File: src/rtl/pipe_ctrl.sv
// Stall/flush sequencer for the five-stage pipeline: load-use and branch hazards,
// data-memory handshake with watchdog. Optional stall counter under PIPE_CTRL_PERF_EN.
module pipe_ctrl #(
  parameter int unsigned TIMEOUT = 255
) (
  input  logic        clk,
  input  logic        reset,
  input  logic [4:0]  id_rs_addr,
  input  logic [4:0]  id_rt_addr,
  input  logic        id_uses_rs,
  input  logic        id_uses_rt,
  input  logic [4:0]  ex_rd_addr,
  input  logic        ex_mem_read,
  input  logic        ex_branch_taken,
  input  logic        mem_op,
  input  logic        dmem_ready,
  output logic        pc_en,
  output logic        if_id_en,
  output logic        id_ex_en,
  output logic        ex_mem_en,
  output logic        mem_wb_en,
  output logic        if_id_flush,
  output logic        id_ex_flush,
  output logic        mem_wb_bubble,
  output logic        dmem_req,
  output logic        dmem_err,
  output logic [31:0] stall_cycles
);

  typedef enum logic {
    RUN      = 1'b0,
    MEM_WAIT = 1'b1
  } state_t;

  localparam logic [15:0] TIMEOUT_W = 16'(TIMEOUT);

  state_t      state, state_nxt;
  logic [15:0] wcnt, wcnt_nxt;
  logic        load_use;
  logic        advance;
  logic        timeout_hit;

  // Register 0 is hardwired, so a load targeting it can never create a dependency.
  assign load_use = ex_mem_read && (ex_rd_addr != 5'd0) &&
                    ((id_uses_rs && (id_rs_addr == ex_rd_addr)) ||
                     (id_uses_rt && (id_rt_addr == ex_rd_addr)));

  // NOTE: sequential state uses non-blocking assignments so every flop samples pre-edge values.
  always_ff @(posedge clk or negedge reset) begin
    if (!reset) begin
      state <= RUN;
      wcnt  <= '0;
    end else begin
      state <= state_nxt;
      wcnt  <= wcnt_nxt;
    end
  end

  // NOTE: every output is given a default first so this block can never infer a latch.
  always_comb begin
    state_nxt     = state;
    wcnt_nxt      = wcnt;
    advance       = 1'b0;
    timeout_hit   = 1'b0;
    pc_en         = 1'b0;
    if_id_en      = 1'b0;
    id_ex_en      = 1'b0;
    ex_mem_en     = 1'b0;
    mem_wb_en     = 1'b0;
    if_id_flush   = 1'b0;
    id_ex_flush   = 1'b0;
    mem_wb_bubble = 1'b0;
    dmem_req      = 1'b0;
    dmem_err      = 1'b0;

    // Outputs are forced low while reset is held so an abandoned request drops at once.
    if (reset) begin
      unique case (state)
        RUN: begin
          dmem_req = mem_op;
          advance  = !mem_op || dmem_ready;
          if (!advance) begin
            state_nxt = MEM_WAIT;
            wcnt_nxt  = 16'd1;
          end
        end
        MEM_WAIT: begin
          dmem_req    = 1'b1;
          timeout_hit = !dmem_ready && (wcnt == TIMEOUT_W);
          advance     = dmem_ready || timeout_hit;
          dmem_err    = timeout_hit;
          if (advance) begin
            state_nxt = RUN;
            wcnt_nxt  = '0;
          end else begin
            wcnt_nxt  = wcnt + 16'd1;
          end
        end
      endcase

      if (advance) begin
        pc_en     = 1'b1;
        if_id_en  = 1'b1;
        id_ex_en  = 1'b1;
        ex_mem_en = 1'b1;
        mem_wb_en = 1'b1;
        // Branch squash wins over load-use: the dependent instruction is discarded anyway.
        if (ex_branch_taken) begin
          if_id_flush = 1'b1;
          id_ex_flush = 1'b1;
        end else if (load_use) begin
          pc_en       = 1'b0;
          if_id_en    = 1'b0;
          id_ex_flush = 1'b1;
        end
      end else begin
        mem_wb_en     = 1'b1;
        mem_wb_bubble = 1'b1;
      end
    end
  end

`ifdef PIPE_CTRL_PERF_EN
  logic [31:0] stall_cnt;

  always_ff @(posedge clk or negedge reset) begin
    if (!reset) begin
      stall_cnt <= '0;
    end else if (!pc_en && (stall_cnt != 32'hFFFF_FFFF)) begin
      stall_cnt <= stall_cnt + 32'd1;
    end
  end

  assign stall_cycles = stall_cnt;
`else
  assign stall_cycles = '0;
`endif

endmodule

File: config.mk
export PLATFORM = sky130hd
export DESIGN_NAME = pipe_ctrl
export DESIGN_NICKNAME = d
export VERILOG_FILES = /design/src/rtl/pipe_ctrl.sv
export SDC_FILE = /design/constraint.sdc
export NUM_CORES = 1
export LEC_CHECK = 0
export BUFFER_PORTS_ARGS = -buffer_cell sky130_fd_sc_hd__buf_2
export CAP_MARGIN = 5
export CORE_ASPECT_RATIO = 1.25
export CORE_MARGIN = 3
export CORE_UTILIZATION = 43
export CTS_CLUSTER_DIAMETER = 100
export DETAILED_ROUTE_END_ITERATION = 12
export PLACE_DENSITY = 0.8
export SYNTH_ARGS = -nofsm -noshare
export SYNTH_HDL_FRONTEND = slang
export SYNTH_SLANG_ARGS = --single-unit
File: constraint.sdc
create_clock -name clk -period 1.9 [get_ports clk]
set_input_delay 0.19 -clock clk [delete_from_list [all_inputs] [get_ports clk]]
set_output_delay 0.19 -clock clk [all_outputs]
set_load 0.01 [all_outputs]
==> impl_results.md, run 1 <==
- Outcome: complete, but fails checks
- Failing checks: negative hold slack, negative setup slack
- H-tree depth: 1
- Leakage: 0.897 nW
- Kind of critical path: reg -> out
- Multi-input logic area: just under 0.001 sq mm
- Worst EP required: about 1.7 ns
- Clock sinks: 17
- Clock latency on the worst-skew pair: 0.26 ns
- Mean post-synth cell area: 8.35 sq um
- Hold Violations, Final: 12
- P_sw: around 330 uW
- Clock slew at reported path FFs: 0.07 ns
- Largest net degree at the start of global routing: 17
- First-pass iteration count of the detailed router: 4
- Seq/Total Area, Yosys: between 20% and 30%
- Slew margin rel.: between 50 and 60%
- Setup Skew: 0.00125 ns
- Inserted Clock Buffers: 3
- Cell count after synthesis: 179
- Tcrit/Tclk final: 104%
- Via count: 1523
- Layout cells sized above 1: 36.0%
- Placed Area: 0.00165 sq mm
- Vias in the first global route: 1365
- Int Pwr: 658 uW
- Filler cells: 289
- Worst-Margin Slew: 0.737 ns
- Count leader, synth: buf_4
- Num ports: 65
- Reg area: ~430 sq um
- Chip width: 58.7 um
- Dpl hpwl: 2.76 mm
- Worst path bufs/invs: 2
- Async S/R FF share, synth: 100%
- Core area: about 0.0033 sq mm
- Pwr Total: roughly 1000 uW
- Min setup slack post-route: -0.0851 ns
- Max_cap viols: 0
- Top cell type's share of synthesized area: between 20% and 30%
- Antenna Cells: 0
- Top Family by Delay on Critical Path: simple AND/OR/NAND/NOR gates
- # port buffers: 32
- Clock share of power: 29.5%
- Max Slew Vio Count: 0
- Die Y: 71.9 um
- Synth warn: 0
- RSZ-0062 raised after global routing: true
- Synth cell types: 44
- PwrDens: 510 mW/mm^2
- Comb power frac: 30.1%
- Fmax: 0.504 GHz
- Crit. End Element: output pin
- Wire per inst: 14.7 um
- Initial Util: 45.6%
- Hold WS: -0.00542 ns
- Cell area after layout: 0.00193 sq mm
- Antenna violations before repair: 0
- Critical Path Start Type: register
- Clk Tree Root Cell: clkbuf_8
- Remaining Overflow, GRT: 0
- Worst reg2reg path depth: 5
- Largest stage delay, worst path: a little over 0.4 ns
- Commonest cells in the netlist: 35 x buf_4, 17 x dfrtp_1, 12 x a31oi_1, 11 x nand2_1, 10 x o21ai_0
- FF+latch count, synth: 17
- First-pass GRT wire length: slightly above 6 mm
- Max clock buf depth: 2
- Post-synth top area cell: dfrtp_1
- Synth top area cells: dfrtp_1 28%, buf_4 18%, a31oi_1 5.0%
- Num rows: 23
- Post-DR vias/cell: 5.58
- Fin nets: 261
- Maximum VDD drop: 0.548 mV
- CTS tree: built
- Post-synth EDFFs: 0
- Routed wire length: 4.02 mm
- WP depth: 6
- CP arrival: around 1.8 ns
- Total Routing Usage GR: approximately 18%
- GPL Wtd Cong: 0.912
- Seq pwr share: 40.4%
- DR DRC count: 0
- DIE AREA: ~0.0042 sq mm
- Dominant synthesized flop cell: dfrtp_1
- Hold WC Path Type: in -> async
- Routed Antenna Nets: 0
- Final setup vio count: 8
- CP cell instances: nor4_4, nand4_4, buf_6, a21oi_4, o31a_1, buf_2
- Synthesized area: 0.00150 sq mm
- Switching portion of total power: 33.3%
- DRT iter0 DRCs: 51
- Slowest stage cell on the critical path: dfrtp_1
- Layout area overhead: 29.1%
- Min Clock Period, post-route: 1.99 ns
- Crit-path max FO: 4
power groups by stage:
stage | Combinational, mW | Sequential, mW | Clock (mW)
final | 0.296 | 0.398 | 0.291
after global routing | 0.329 | 0.400 | 0.302
after CTS | 0.278 | 0.397 | 0.285
after global placement | 0.234 | 0.408 | 0
after detailed placement | 0.239 | 0.410 | 0
after floorplan | 0.197 | 0.403 | 0
area by class of cell:
type / count / share of cell area (%)
clock buffers: 3 / 2.14
clock inverters: 1 / 0.259
inverters: 2 / 0.389
multi-input cells: 148 / 49.8
flip-flops and latches: 17 / 22.2
well taps: 37 / 2.40
repair buffers: 65 / 22.9
kinds of logic (layout without fill, tap and decap cells):
logic type      count (synthesis)  count (layout)  share of synthesized area [%]
xor+xnor                       12              12                           7.03
mux                             2               2                           1.34
compound gates                 40              40                           17.6
flops                          17              17                           28.5
other cells                     1              32                          0.251
simple gates                   61              61                           24.2
buf+inv                        45              71                           20.3
fa+ha+maj                       1               1                          0.837
cells in the final DEF (no fill, tap or decap), types with 7 or more instances in the layout:
cell     count
conb_1      32
buf_2       30
buf_4       27
dfrtp_1     15
a31oi_1     12
nand2_1     11
o21ai_0      9
nor2_1       8
xor2_1       8
nand3_1      7
buf_6        7
per-stage QoR:
stage | setup WS [ns] | setup TNS (ns) | util (%) | instances
after detailed placement | -0.0114 | -0.0114 | 50.4 | 253
after global placement | 0.0264 | 0 | 50.4 | 253
after CTS | -0.0911 | -0.444 | 56.3 | 267
after floorplan | -0.00114 | -0.00114 | - | 210
final | -0.0851 | -0.494 | 58.8 | 273
after global routing | -0.194 | -1.40 | 58.8 | 273
timing repair:
item	4_1_cts	5_1_grt
buffers inserted	9	7
hold buffers	1	0
endpoints found under the setup margin	8	12
hold endpoints to repair	5	0
resized for setup	15	9
pin swaps	5	4
gates cloned	0	0
final timing paths:
path                               start       end  slack, ns
worst max register to register  wcnt[12]  wcnt[15]       0.03
worst min-delay path               reset   wcnt[4]     -0.005
max in group asynchronous          reset  wcnt[12]       1.20
worst max-delay path            wcnt[14]     pc_en      -0.09
worst min register to register   wcnt[7]   wcnt[7]       0.56
min in group clk                   reset     state       0.26
per-layer routing:
layer	GRT usage, %	routed length, um	up-vias
met3	1.42	306	17
met1	21.9	1450	703
met5	0	0	-
li1	-	-	708
met4	12.1	179	0
met2	31.2	2090	95
registers in the layout, summed over array words and instances (netlist names):
signal	count
wcnt	16
state	1
Power figures use the tool's default switching activity.
==> inputs of run 2 (changes only) <==
==> constraint.sdc (replaced) <==
create_clock -name clk -period 1.6 [get_ports clk]
set_input_delay 0.16 -clock clk [delete_from_list [all_inputs] [get_ports clk]]
set_output_delay 0.16 -clock clk [all_outputs]
set_load 0.01 [all_outputs]
==> run 2 against run 1 <==
Net effect:
- the flow finishes with violations (negative setup slack)
- worst setup slack lost 0.29 ns
- routed wire length grew 8.8%
- sequential power grew 19%
- cell area grew 6.5%
- final cell count grew 4.4%
==> impl_results.md, run 2 (same netlist as run 1, synthesis figures left out) <==
- Outcome: complete, but fails checks (unchanged)
- Setup Skew: 0.00289 ns (was 0.00125 ns)
- Routed wire length: 4.37 mm (was 4.02 mm)
- Initial Util: 45.6% (unchanged)
- Kind of critical path: reg -> out (unchanged)
- Filler cells: 256 (was 289)
- Fin nets: 273 (was 261)
- Num ports: 65 (unchanged)
- CP arrival: 1.81 ns (was 1.80 ns)
- Max clock buf depth: 2 (unchanged)
- Crit. End Element: output pin (unchanged)
- Crit-path max FO: 4 (unchanged)
- Top Registers: wcnt (16), state (1) (unchanged)
- Hold Violations, Final: 0 (was 12)
- Hold WC Path Type: in -> async (unchanged)
- Clock share of power: 27.3% (was 29.5%)
- Dpl hpwl: 2.95 mm (was 2.76 mm)
- Clock slew at reported path FFs: 0.07 ns (about the same)
- Fmax: 0.507 GHz
- Max Slew Vio Count: 0 (unchanged)
- Switching portion of total power: 32.6% (was 33.3%)
- Core area: 0.00328 sq mm (unchanged)
- RSZ-0062 raised after global routing: true (unchanged)
- Cell area after layout: 0.00206 sq mm (was 0.00193 sq mm)
- DRT iter0 DRCs: 51 (unchanged)
- Die Y: 71.9 um (unchanged)
- PwrDens: 589 mW/mm^2 (was 510 mW/mm^2)
- Max_cap viols: 0 (unchanged)
- Antenna violations before repair: 0 (unchanged)
- Vias in the first global route: 1621 (was 1365)
- Max reg flops: 16 (unchanged)
- Placed Area: 0.00187 sq mm (was 0.00165 sq mm)
- Critical Path Start Type: register (unchanged)
- First-pass GRT wire length: 7.11 mm (was 6.07 mm)
- Num rows: 23 (unchanged)
- Largest net degree at the start of global routing: 14 (was 17)
- Clock sinks: 17 (unchanged)
- Leakage: 0.962 nW (was 0.897 nW)
- Min Clock Period, post-route: between 1.5 and 2 ns
- Routed Antenna Nets: 0 (unchanged)
- Setup TNS: -4.12 ns (was -0.494 ns)
- Worst EP required: 1.44 ns (was 1.71 ns)
- Reg with most FFs: wcnt (unchanged)
- Antenna Cells: 0 (unchanged)
- H-tree depth: 1 (unchanged)
- Wire per inst: 15.3 um (was 14.7 um)
- Seq pwr share: 39.2% (was 40.4%)
- Leading cell type in the layout, fill and taps excluded: buf_4 (was conb_1)
- P_sw: 394 uW (was 328 uW)
- Min setup slack post-route: -0.374 ns (was -0.0851 ns)
- GPL Wtd Cong: 0.955 (was 0.912)
- Clk Tree Root Cell: clkbuf_8 (unchanged)
- Layout area overhead: 37.5% (was 29.1%)
- Comb power frac: 33.5% (was 30.1%)
- Chip width: 58.7 um (unchanged)
- Commonest cells after routing, fill and taps aside: 40 x buf_4, 32 x conb_1, 30 x buf_2 (was 32 x conb_1, 30 x buf_2, 27 x buf_4)
- Post-DR vias/cell: 5.61 (was 5.58)
- DIE AREA: 0.00423 sq mm (unchanged)
- Final setup vio count: 21 (was 8)
- Maximum VDD drop: 0.608 mV (was 0.548 mV)
- DR DRC count: 0 (unchanged)
- Remaining Overflow, GRT: 0 (unchanged)
- Via count: 1598 (was 1523)
- Failing checks: negative setup slack (was negative hold slack, negative setup slack)
- Total Routing Usage GR: 21.9% (was 18.4%)
- Layout cells sized above 1: 40.7% (was 36.0%)
- First-pass iteration count of the detailed router: 5 (was 4)
- CTS tree: built (unchanged)
- Final Core Density: 62.7% (was 58.8%)
- # port buffers: 32 (unchanged)
- Tcrit/Tclk final: 123%
- Int Pwr: 816 uW (was 658 uW)
- Hold WS: 0.0210 ns (was -0.00542 ns)
- Inserted Clock Buffers: 3 (unchanged)
- Clock latency on the worst-skew pair: 0.26 ns (about the same)
-- run 2: layout make-up --
class	count	area [sq um]	area share (%)
multi-input cells	148	997	48.5
repair buffers	77	532	25.9
clock buffers	4	45.0	2.19
inverters	2	7.51	0.365
flip-flops and latches	17	428	20.8
well taps	37	46.3	2.25
-- run 2: repair_timing --
action | CTS | global route
hold buffers | 1 | 0
endpoints found under the hold margin | 1 | 0
pin swaps | 2 | 1
setup endpoints to repair | 19 | 24
buffers inserted | 6 | 0
gates resized for setup | 13 | 6
-- run 2: worst paths after layout --
check,startpoint,end,slack (ns),cells after the start
max,wcnt[15],id_ex_flush,-0.37,6
min,reset,wcnt[6],0.02,2
max reg2reg,wcnt[0],wcnt[15],-0.34,5
min reg2reg,wcnt[8],wcnt[8],0.58,1
max in group asynchronous,reset,state,1.05,2
min in group clk,reset,state,0.31,3
-- run 2: worst max-delay path, cell delays in order (launching register included) --
cell      delay (ns)
dfrtp_1         0.41
nor4_2          0.27
buf_4           0.17
nand4_4         0.14
a221oi_2        0.25
a21boi_2        0.18
buf_2           0.14
-- run 2: metal layers --
layer / GRT usage, % / vias up / wire length [um]
met5: 0 / - / 0
met4: 16.1 / 0 / 233
met3: 3.20 / 23 / 363
met2: 36.9 / 106 / 2290
met1: 24.5 / 738 / 1490
li1: - / 731 / -
-- run 2: metrics by stage --
step                      instances  power (mW)  setup WS [ns]
final                           285        1.21         -0.374
after global routing            285        1.28         -0.469
after CTS                       285        1.18         -0.363
after detailed placement        274       0.811         -0.159
after global placement          274       0.801         -0.128
after floorplan                 210       0.721         -0.146
-- run 2: power groups by stage --
stage | Clock, mW | Combinational [mW] | Sequential, mW
after floorplan | 0 | 0.240 | 0.480
after global placement | 0 | 0.326 | 0.475
after detailed placement | 0 | 0.334 | 0.477
after CTS | 0.330 | 0.383 | 0.471
after global routing | 0.363 | 0.438 | 0.474
final | 0.330 | 0.405 | 0.474
